==> src/rtl/pipe_stage_elastic.sv <==
// Elastic valid/ready pipeline register: DEPTH stages of payload plus control bundle,
// bubble-collapsing stall, synchronous flush and an optional skid buffer that registers in_ready.
module pipe_stage_elastic #(
  parameter int DATA_W = 32,
  parameter int CTRL_W = 8,
  parameter int DEPTH  = 1,
  parameter int SKID   = 1
) (
  input  logic              CLK,
  input  logic              RST,
  input  logic              in_valid,
  output logic              in_ready,
  input  logic [DATA_W-1:0] in_data,
  input  logic [CTRL_W-1:0] in_ctrl,
  input  logic              flush,
  output logic              out_valid,
  input  logic              out_ready,
  output logic [DATA_W-1:0] out_data,
  output logic [CTRL_W-1:0] out_ctrl,
  output logic [2:0]        occupancy
);

  localparam bit HAS_SKID = (SKID != 32'sd0);

  logic [DEPTH-1:0]  v_r;
  logic [DEPTH-1:0]  adv_s;
  logic [DATA_W-1:0] data_r [DEPTH];
  logic [CTRL_W-1:0] ctrl_r [DEPTH];

  logic              skid_v_r;
  logic [DATA_W-1:0] skid_data_r;
  logic [CTRL_W-1:0] skid_ctrl_r;

  logic              src_v_s;
  logic [DATA_W-1:0] src_data_s;
  logic [CTRL_W-1:0] src_ctrl_s;
  logic              in_xfer_s;
  logic              out_xfer_s;
  logic [2:0]        occ_r;

  // Advance chain: a stage moves when it is empty or the stage above moves.
  always_comb begin : adv_chain
    logic nxt;
    adv_s = '0;
    nxt   = !v_r[DEPTH-1] || out_ready;
    adv_s[DEPTH-1] = nxt;
    for (int i = DEPTH - 2; i >= 0; i--) begin
      nxt      = !v_r[i] || nxt;
      adv_s[i] = nxt;
    end
  end

  assign in_ready   = HAS_SKID ? !skid_v_r : adv_s[0];
  assign in_xfer_s  = in_valid && in_ready;
  assign out_xfer_s = v_r[DEPTH-1] && out_ready;

  // Stage 0 source: a parked skid beat has priority over the live input.
  always_comb begin
    src_v_s    = 1'b0;
    src_data_s = in_data;
    src_ctrl_s = in_ctrl;
    if (HAS_SKID && skid_v_r) begin
      src_v_s    = 1'b1;
      src_data_s = skid_data_r;
      src_ctrl_s = skid_ctrl_r;
    end else begin
      src_v_s    = in_xfer_s;
      src_data_s = in_data;
      src_ctrl_s = in_ctrl;
    end
  end

  // Stage registers; ctrl is reloaded with zero on every bubble so an empty output stage drives 0.
  always_ff @(posedge CLK or posedge RST) begin
    if (RST) begin
      v_r <= '0;
      for (int i = 0; i < DEPTH; i++) begin
        data_r[i] <= '0;
        ctrl_r[i] <= '0;
      end
    end else if (flush) begin
      v_r              <= '0;
      data_r[DEPTH-1]  <= '0;
      ctrl_r[DEPTH-1]  <= '0;
    end else begin
      if (adv_s[0]) begin
        v_r[0]    <= src_v_s;
        ctrl_r[0] <= src_v_s ? src_ctrl_s : '0;
        if (src_v_s) begin
          data_r[0] <= src_data_s;
        end
      end
      for (int i = 1; i < DEPTH; i++) begin
        if (adv_s[i]) begin
          v_r[i]    <= v_r[i-1];
          ctrl_r[i] <= v_r[i-1] ? ctrl_r[i-1] : '0;
          if (v_r[i-1]) begin
            data_r[i] <= data_r[i-1];
          end
        end
      end
    end
  end

  // Skid entry: catches the beat accepted while stage 0 is stalled, drains when stage 0 moves.
  always_ff @(posedge CLK or posedge RST) begin
    if (RST) begin
      skid_v_r    <= 1'b0;
      skid_data_r <= '0;
      skid_ctrl_r <= '0;
    end else if (flush) begin
      skid_v_r <= 1'b0;
    end else if (HAS_SKID) begin
      if (skid_v_r && adv_s[0]) begin
        skid_v_r <= 1'b0;
      end else if (in_xfer_s && !adv_s[0]) begin
        skid_v_r    <= 1'b1;
        skid_data_r <= in_data;
        skid_ctrl_r <= in_ctrl;
      end
    end
  end

  // Occupancy counter tracks accepted-minus-delivered beats.
  always_ff @(posedge CLK or posedge RST) begin
    if (RST) begin
      occ_r <= 3'd0;
    end else if (flush) begin
      occ_r <= 3'd0;
    end else begin
      case ({in_xfer_s, out_xfer_s})
        2'b10:   occ_r <= occ_r + 3'd1;
        2'b01:   occ_r <= occ_r - 3'd1;
        default: occ_r <= occ_r;
      endcase
    end
  end

  assign out_valid = v_r[DEPTH-1];
  assign out_data  = data_r[DEPTH-1];
  assign out_ctrl  = ctrl_r[DEPTH-1];
  assign occupancy = occ_r;

endmodule

==> config.mk <==
export PLATFORM = sky130hd
export DESIGN_NAME = pipe_stage_elastic
export DESIGN_NICKNAME = d
export VERILOG_FILES = /design/src/rtl/pipe_stage_elastic.sv
export SDC_FILE = /design/constraint.sdc
export NUM_CORES = 1
export LEC_CHECK = 0
export BUFFER_PORTS_ARGS = -buffer_cell sky130_fd_sc_hd__buf_2
export CORE_UTILIZATION = 57
export DETAILED_ROUTE_END_ITERATION = 6
export HOLD_SLACK_MARGIN = 0.06
export PLACE_DENSITY_LB_ADDON = 0.15
export SLEW_MARGIN = 20
export SYNTH_ARGS = -nofsm -noshare
export SYNTH_HDL_FRONTEND = slang
export SYNTH_SLANG_ARGS = --single-unit
==> constraint.sdc <==
create_clock -name CLK -period 3.9 [get_ports CLK]
set_clock_uncertainty 0.2 [all_clocks]
set_input_delay 0 -clock CLK [delete_from_list [all_inputs] [get_ports CLK]]
set_output_delay 0 -clock CLK [all_outputs]
set_load 0.03 [all_outputs]
==> results of run 1 <==
[flip-flops by register name, indices dropped and copies added, names as in the netlist]
signal       cells
out_data        32
skid_data_r     32
out_ctrl         8
skid_ctrl_r      8
occupancy        3
out_valid        1
skid_v_r         1
[worst min-delay path, cell delays in order]
cell and delay, ns:
sky130_fd_sc_hd__dlygate4sd3_1 0.53, sky130_fd_sc_hd__buf_2 0.13, sky130_fd_sc_hd__clkinv_2 0.56
[power groups by stage]
stage / sequential, mW / clock, mW / combinational [mW]
finish: 1.11 / 0.669 / 0.464
detailed placement: 1.12 / 0 / 0.432
global route: 1.12 / 0.726 / 0.497
CTS: 1.10 / 0.684 / 0.467
global placement: 1.11 / 0 / 0.422
floorplan: 1.16 / 0 / 0.275
[placed cells by master (no fill, tap or decap), drive strengths merged]
master	n
xnor2	2
nor2b	2
bufinv	2
dlygate4sd3	44
or3	1
clkbuf	10
clkinv	4
nor2	15
mux2i	33
a221oi	8
buf	93
o2bb2ai	32
dfrtp	85
fa	1
nor3b	1
inv	1
and3	1
nor3	11
a21oi	1
o21ai	1
or2b	1
nand2	2
mux2	40
[cells by family (layout without fill, tap and decap cells)]
group                    Yosys count  count (layout)
AO/OA/AOI/OAI                     42              42
XOR/XNOR                           2               2
adder cells (fa/ha/maj)            1               1
buffers and inverters             22             154
flip-flops                        85              85
multiplexers                      73              73
AND/OR/NAND/NOR                   34              34
[cell usage after synthesis (all sizes together)]
library cell,number,area (sq um)
and3,1,6.26
nor2,15,66.3
nor3b,1,7.51
a221oi,8,70.1
o2bb2ai,32,468
o21ai,1,5.00
or3,1,6.26
or2b,1,7.51
clkbuf,3,11.3
fa,1,20.0
mux2i,33,330
nor3,11,55.1
inv,2,7.51
xnor2,2,17.5
buf,17,153
nor2b,2,22.5
mux2,40,601
dfrtp,85,2130
nand2,2,15.0
a21oi,1,5.00
[per-layer routing]
| layer | share of wire [%] | GRT usage [%] |
|---|---|---|
| met1 | 48 | 32.0 |
| met2 | 49 | 38.6 |
| met3 | 2.6 | 3.37 |
| met4 | 0.47 | 9.39 |
| met5 | 0 | 0 |
[stage by stage]
stage | worst slack, ns | total power [mW]
CTS | 1.47 | 2.25
global placement | 1.52 | 1.53
floorplan | 1.51 | 1.44
finish | 1.46 | 2.24
detailed placement | 1.50 | 1.55
global route | 1.35 | 2.34
[final cells by class]
cell class	instances	area share, %
Timing Repair Buffer	137	18.2
Inverter	2	0.171
Multi-Input combinational cell	152	33.5
Clock inverter	5	1.47
Sequential cell	85	41.7
Clock buffer	10	2.69
Tap cell	96	2.35
[worst paths after layout]
| kind | start | endpoint |
|---|---|---|
| max | skid_v_r | skid_data_r[3] |
| min | RST | out_data[8] |
| max reg2reg | skid_v_r | skid_data_r[3] |
| min reg2reg | out_data[27] | out_data[27] |
| max in group asynchronous | RST | skid_v_r |
| min in group CLK | in_data[13] | skid_data_r[13] |
[what timing repair did]
| item | in CTS | in global routing |
|---|---|---|
| endpoints found under the setup margin | 0 | 0 |
| endpoints found under the hold margin | 134 | 0 |
| hold buffers | 44 | 0 |
| setup buffers | 0 | 0 |
==> impl_metrics.yaml, run 1 <==
outcome:
  status: "complete, no violations"
cts:
  cts_buffers: 9
  clock_sinks: 85
  cts_max_path_buffers: 2
  cell_at_the_root_of_the_clock_tree: "sky130_fd_sc_hd__clkbuf_8"
  cts_max_level: 3
  cts_tree: "done"
  clock_latency_ns: 0.34
  post_cts_clock_slew_at_the_launch_and_capture_registers_of_the_worst_setup_and_hold_paths_ns: 0.08
  post_cts_resize_count: 0
critical_path:
  worstPathRequired_ns: 3.92
  cp_data_arrival_time_ns: 2.45
  worstSetupEndpointType: "flop"
  critical_path.max_fanout: 28
  timing.critical_path.cells: "nor2b_4 > nand2_4 > nor2_4 > buf_12 > mux2_4"
  cp_num_cells: 5
  crit_family: "simple AND/OR/NAND/NOR gates"
  cp_slowest_cell: "sky130_fd_sc_hd__dfrtp_2"
  start_kind: "flop"
  critical_path_buf_inv_count: 1
  timing.reg2reg.worst_path_depth: 5
  timing.reg2reg.setup_slack_ns: 1.46
  critical-path-max-stage-delay_ns: 0.54
  kind_of_critical_path: "reg -> reg"
layout:
  post_route_cells_drive_above_1_share_pct: 47.6
  multiInputGateArea_sq_um: 1710
  finalInstanceArea_sq_um: 5110
  ff_latch_area_sq_um: 2130
  syn2layout_area_growth_pct: 27.6
  finalNetCount: 433
  final-instance-count-excl-fill: 487
  nFillCells: 425
  postLayoutCoreUtil_pct: 75.2
  insertedDiodeCount: 0
floorplan:
  row_count: 30
  floorplan.initialDensity_pct: 58.9
  die_width_um: 85.8
  design.core.area_sq_um: 6790
  io-pin-count: 90
  die_area_sq_um: 7360
  dieHeight_um: 85.8
timing:
  total_negative_setup_slack_ns: 0
  rsz0062_at_grt: "false"
  final_max_slew_viol_count: 0
  fmaxAchievable_mhz: 411
  layout_worst_path_cycle_share_pct: 62.4
  transition_time_at_the_pin_with_the_least_slew_margin_ns: 1.02
  worst_slew_margin_rel_pct: 32.1
  setup_viol_count_final: 0
  period_needed_ns: 2.44
  fin_hold_ws_ns: 0.157
  final_hold_viol_count: 0
power_and_ir_drop:
  power-per-cell-area_nw_per_um2: 438
  clock_power_share_pct: 29.9
  power_frac_seq_pct: 49.4
  power_switching_share_pct: 26.5
  p_sw_mw: 0.594
  combinationalPowerShare_pct: 20.7
  p_leak_nw: 2.38
  vdd_drop_max_v: 0.000351
  p_int_mw: 1.65
drt:
  wire_per_inst_um: 16.6
  route.antenna.remaining_nets: 0
  route.final.wire_length_mm: 8.10
  first_pass_iters: 4
  drc_errors: 0
  detailroute.via_count: 2538
  average_vias_per_placed_instance: 5.21
  drt_iter0_markers: 71
place:
  port_buffers: 89
  half_perimeter_wire_length_of_the_detailed_placement_result_mm: 4.92
  placed_cell_area_sq_um: 4450
  dp.cells: 428
  gp_congestion: 0.769
logic_synthesis:
  ys_seq_elements: 85
  post_synth.cell_area_avg_sq_um: 15.4
  synth_simple_gate_area_share_pct: 4.66
  synth_xor_xnor_area_share_pct: 0.438
  synth_area_in_compound_gates_pct: 13.7
  synth_top_family_by_area: "multiplexers"
  post_synth_mux_area_share_pct: 23.3
  synth.cell_area_sq_um: 4000
  synth_sequential_area_ratio_pct: 53.2
  synth_instances: 259
  post_synth_fa_ha_maj_area_fraction_pct: 0.500
  synthDistinctLibCells: 28
  synthesis.nets: 305
  yosysWarnings: 0
min_path:
  hold_class: "in -> async"
global_route:
  antenna_found_initial: 0
  largest_net_degree_at_the_start_of_global_routing: 51
  grt_pass1_wl_mm: 13.2
  grt_pass1_vias: 2706
  gr-total-overflow: 0
  grt_usage_pct: 23.6
run:
  timing.max_cap.violations: 0
No activity file was read; power rests on OpenSTA's default activity.
==> run 2, diff against run 1 <==
- CORE_UTILIZATION: 57 -> 54
- clock period: 3.9 -> 2.3 ns (I/O delays scaled with it)
==> run 2 against run 1 <==
Utilization shrank 3.4 points; hold slack gained 0.080 ns; register-to-register slack lost 1.1 ns; design area grew 1.4%.
==> impl_metrics.yaml, run 2 (synthesis results as in run 1) <==
floorplan:
  row_count: 31
  die_area_sq_um: 7760
  die_width_um: 88.1
  design.core.area_sq_um: 7210
  floorplan.initialDensity_pct: 55.5
  dieHeight_um: 88.1
  io-pin-count: 90
layout:
  insertedDiodeCount: 0
  layout.cells.most_common: "sky130_fd_sc_hd__buf_2"
  finalNetCount: 441
  postLayoutCoreUtil_pct: 71.8
  commonest_cells_after_routing_fill_and_taps_aside: "sky130_fd_sc_hd__buf_2 (89), sky130_fd_sc_hd__dfrtp_1 (84), sky130_fd_sc_hd__dlygate4sd3_1 (45)"
  syn2layout_area_growth_pct: 29.5
  post_route_cells_drive_above_1_share_pct: 48.0
power_and_ir_drop:
  power-per-cell-area_nw_per_um2: 703
  p_leak_nw: 2.40
  vdd_drop_max_v: 0.000391
  design_power_total_mw: 3.64
drt:
  route.antenna.remaining_nets: 0
  drc_errors: 0
  detailroute.via_count: 2600
  drt_iter0_markers: 99
  route.final.wire_length_mm: 8.10
  first_pass_iters: 4
  wire_per_inst_um: 16.2
  average_vias_per_placed_instance: 5.21
timing:
  rsz0062_at_grt: "false"
  fin_hold_ws_ns: 0.237
  transition_time_at_the_pin_with_the_least_slew_margin_ns: 0.479
  total_negative_setup_slack_ns: 0
  setup_viol_count_final: 0
  final_max_slew_viol_count: 0
  layout_worst_path_cycle_share_pct: 84.9
  fmaxAchievable_mhz: 512
  fin_ws_ns: 0.347
  final_hold_viol_count: 0
  period_needed_ns: 1.95
  worst_slew_margin_rel_pct: 67.9
critical_path:
  timing.critical_path.cells: "nor2b_2 > nor2_1 > nor2_4 > buf_12 > o2bb2ai_2"
  cp_slowest_cell: "sky130_fd_sc_hd__nor2b_2"
  cp_data_arrival_time_ns: 2.02
  critical_path.max_fanout: 17
  critical-path-max-stage-delay_ns: 0.44
  kind_of_critical_path: "reg -> reg"
  start_kind: "flop"
  worstSetupEndpointType: "flop"
  worstPathRequired_ns: 2.36
min_path:
  hold_class: "in -> reg"
cts:
  cts_max_level: 3
  cts_setup_buffers: 0
  post_cts_clock_slew_at_the_launch_and_capture_registers_of_the_worst_setup_and_hold_paths_ns: 0.08
  cts_tree: "done"
  clock_sinks: 85
  post_cts_resize_count: 0
  cts_buffers: 9
  clock_latency_ns: 0.33
  cell_at_the_root_of_the_clock_tree: "sky130_fd_sc_hd__clkbuf_8"
  cts_max_path_buffers: 2
place:
  port_buffers: 89
  place_ws_ns: 0.364
  gp_congestion: 0.725
  half_perimeter_wire_length_of_the_detailed_placement_result_mm: 5.21
global_route:
  gr-total-overflow: 0
  antenna_found_initial: 0
  grt_usage_pct: 22.6
  grt_pass1_vias: 2636
  largest_net_degree_at_the_start_of_global_routing: 43
  grt_pass1_wl_mm: 13.1
run:
  timing.max_cap.violations: 0
outcome:
  status: "complete, no violations"
run 2: cell type report:
| class | count | area (sq um) |
|---|---|---|
| Clock inverter | 3 | 20.0 |
| Clock buffer | 13 | 159 |
| Timing Repair Buffer | 145 | 1030 |
| Fill cell | 523 | 2030 |
| Multi-Input combinational cell | 152 | 1710 |
| Tap cell | 99 | 124 |
| Inverter | 2 | 11.3 |
| Sequential cell | 85 | 2130 |
run 2: worst paths after layout:
| kind | startpoint | endpoint | slack (ns) | depth (start not counted) |
|---|---|---|---|---|
| worst max register to register | out_valid | out_data[24] | 0.35 | 5 |
| max in group asynchronous | RST | skid_data_r[4] | 0.64 | 5 |
| worst min register to register | out_data[27] | out_data[27] | 0.29 | 1 |
| worst min-delay path | in_data[12] | skid_data_r[12] | 0.24 | 3 |
| min in group asynchronous | RST | skid_data_r[2] | 0.56 | 4 |
| worst max-delay path | out_valid | out_data[24] | 0.35 | 5 |
run 2: metrics by stage:
step	instances	instance area [sq um]
global placement	438	4550
CTS	499	5180
global route	499	5180
floorplan	259	4010
finish	499	5180
detailed placement	438	4550
run 2: worst max-delay path: cells and delay by family, from the launching register on:
family	cells	cell delay, ns
compound gates	1	0.11
buf+inv	1	0.24
flops	1	0.37
simple gates	3	0.94
run 2: power by group:
group,internal (mW),switching (mW),total (mW)
Sequential,1.73,0.150,1.88
Combinational,0.448,0.358,0.805
Clock,0.451,0.506,0.957
run 2: what timing repair did:
item                       in CTS  in global routing
hold endpoints to repair      170                  0
hold buffers                   45                  0
setup endpoints to repair       0                  0
run 2: layer usage:
metal  part of all wire (%)  vias to the layer above  global-route usage, %
met5                      0                        -                      0
met4                    1.3                        0                   7.77
met1                     49                     1304                   32.1
met3                    3.6                       10                   3.30
li1                       -                     1227                      -
met2                     46                       59                   35.7
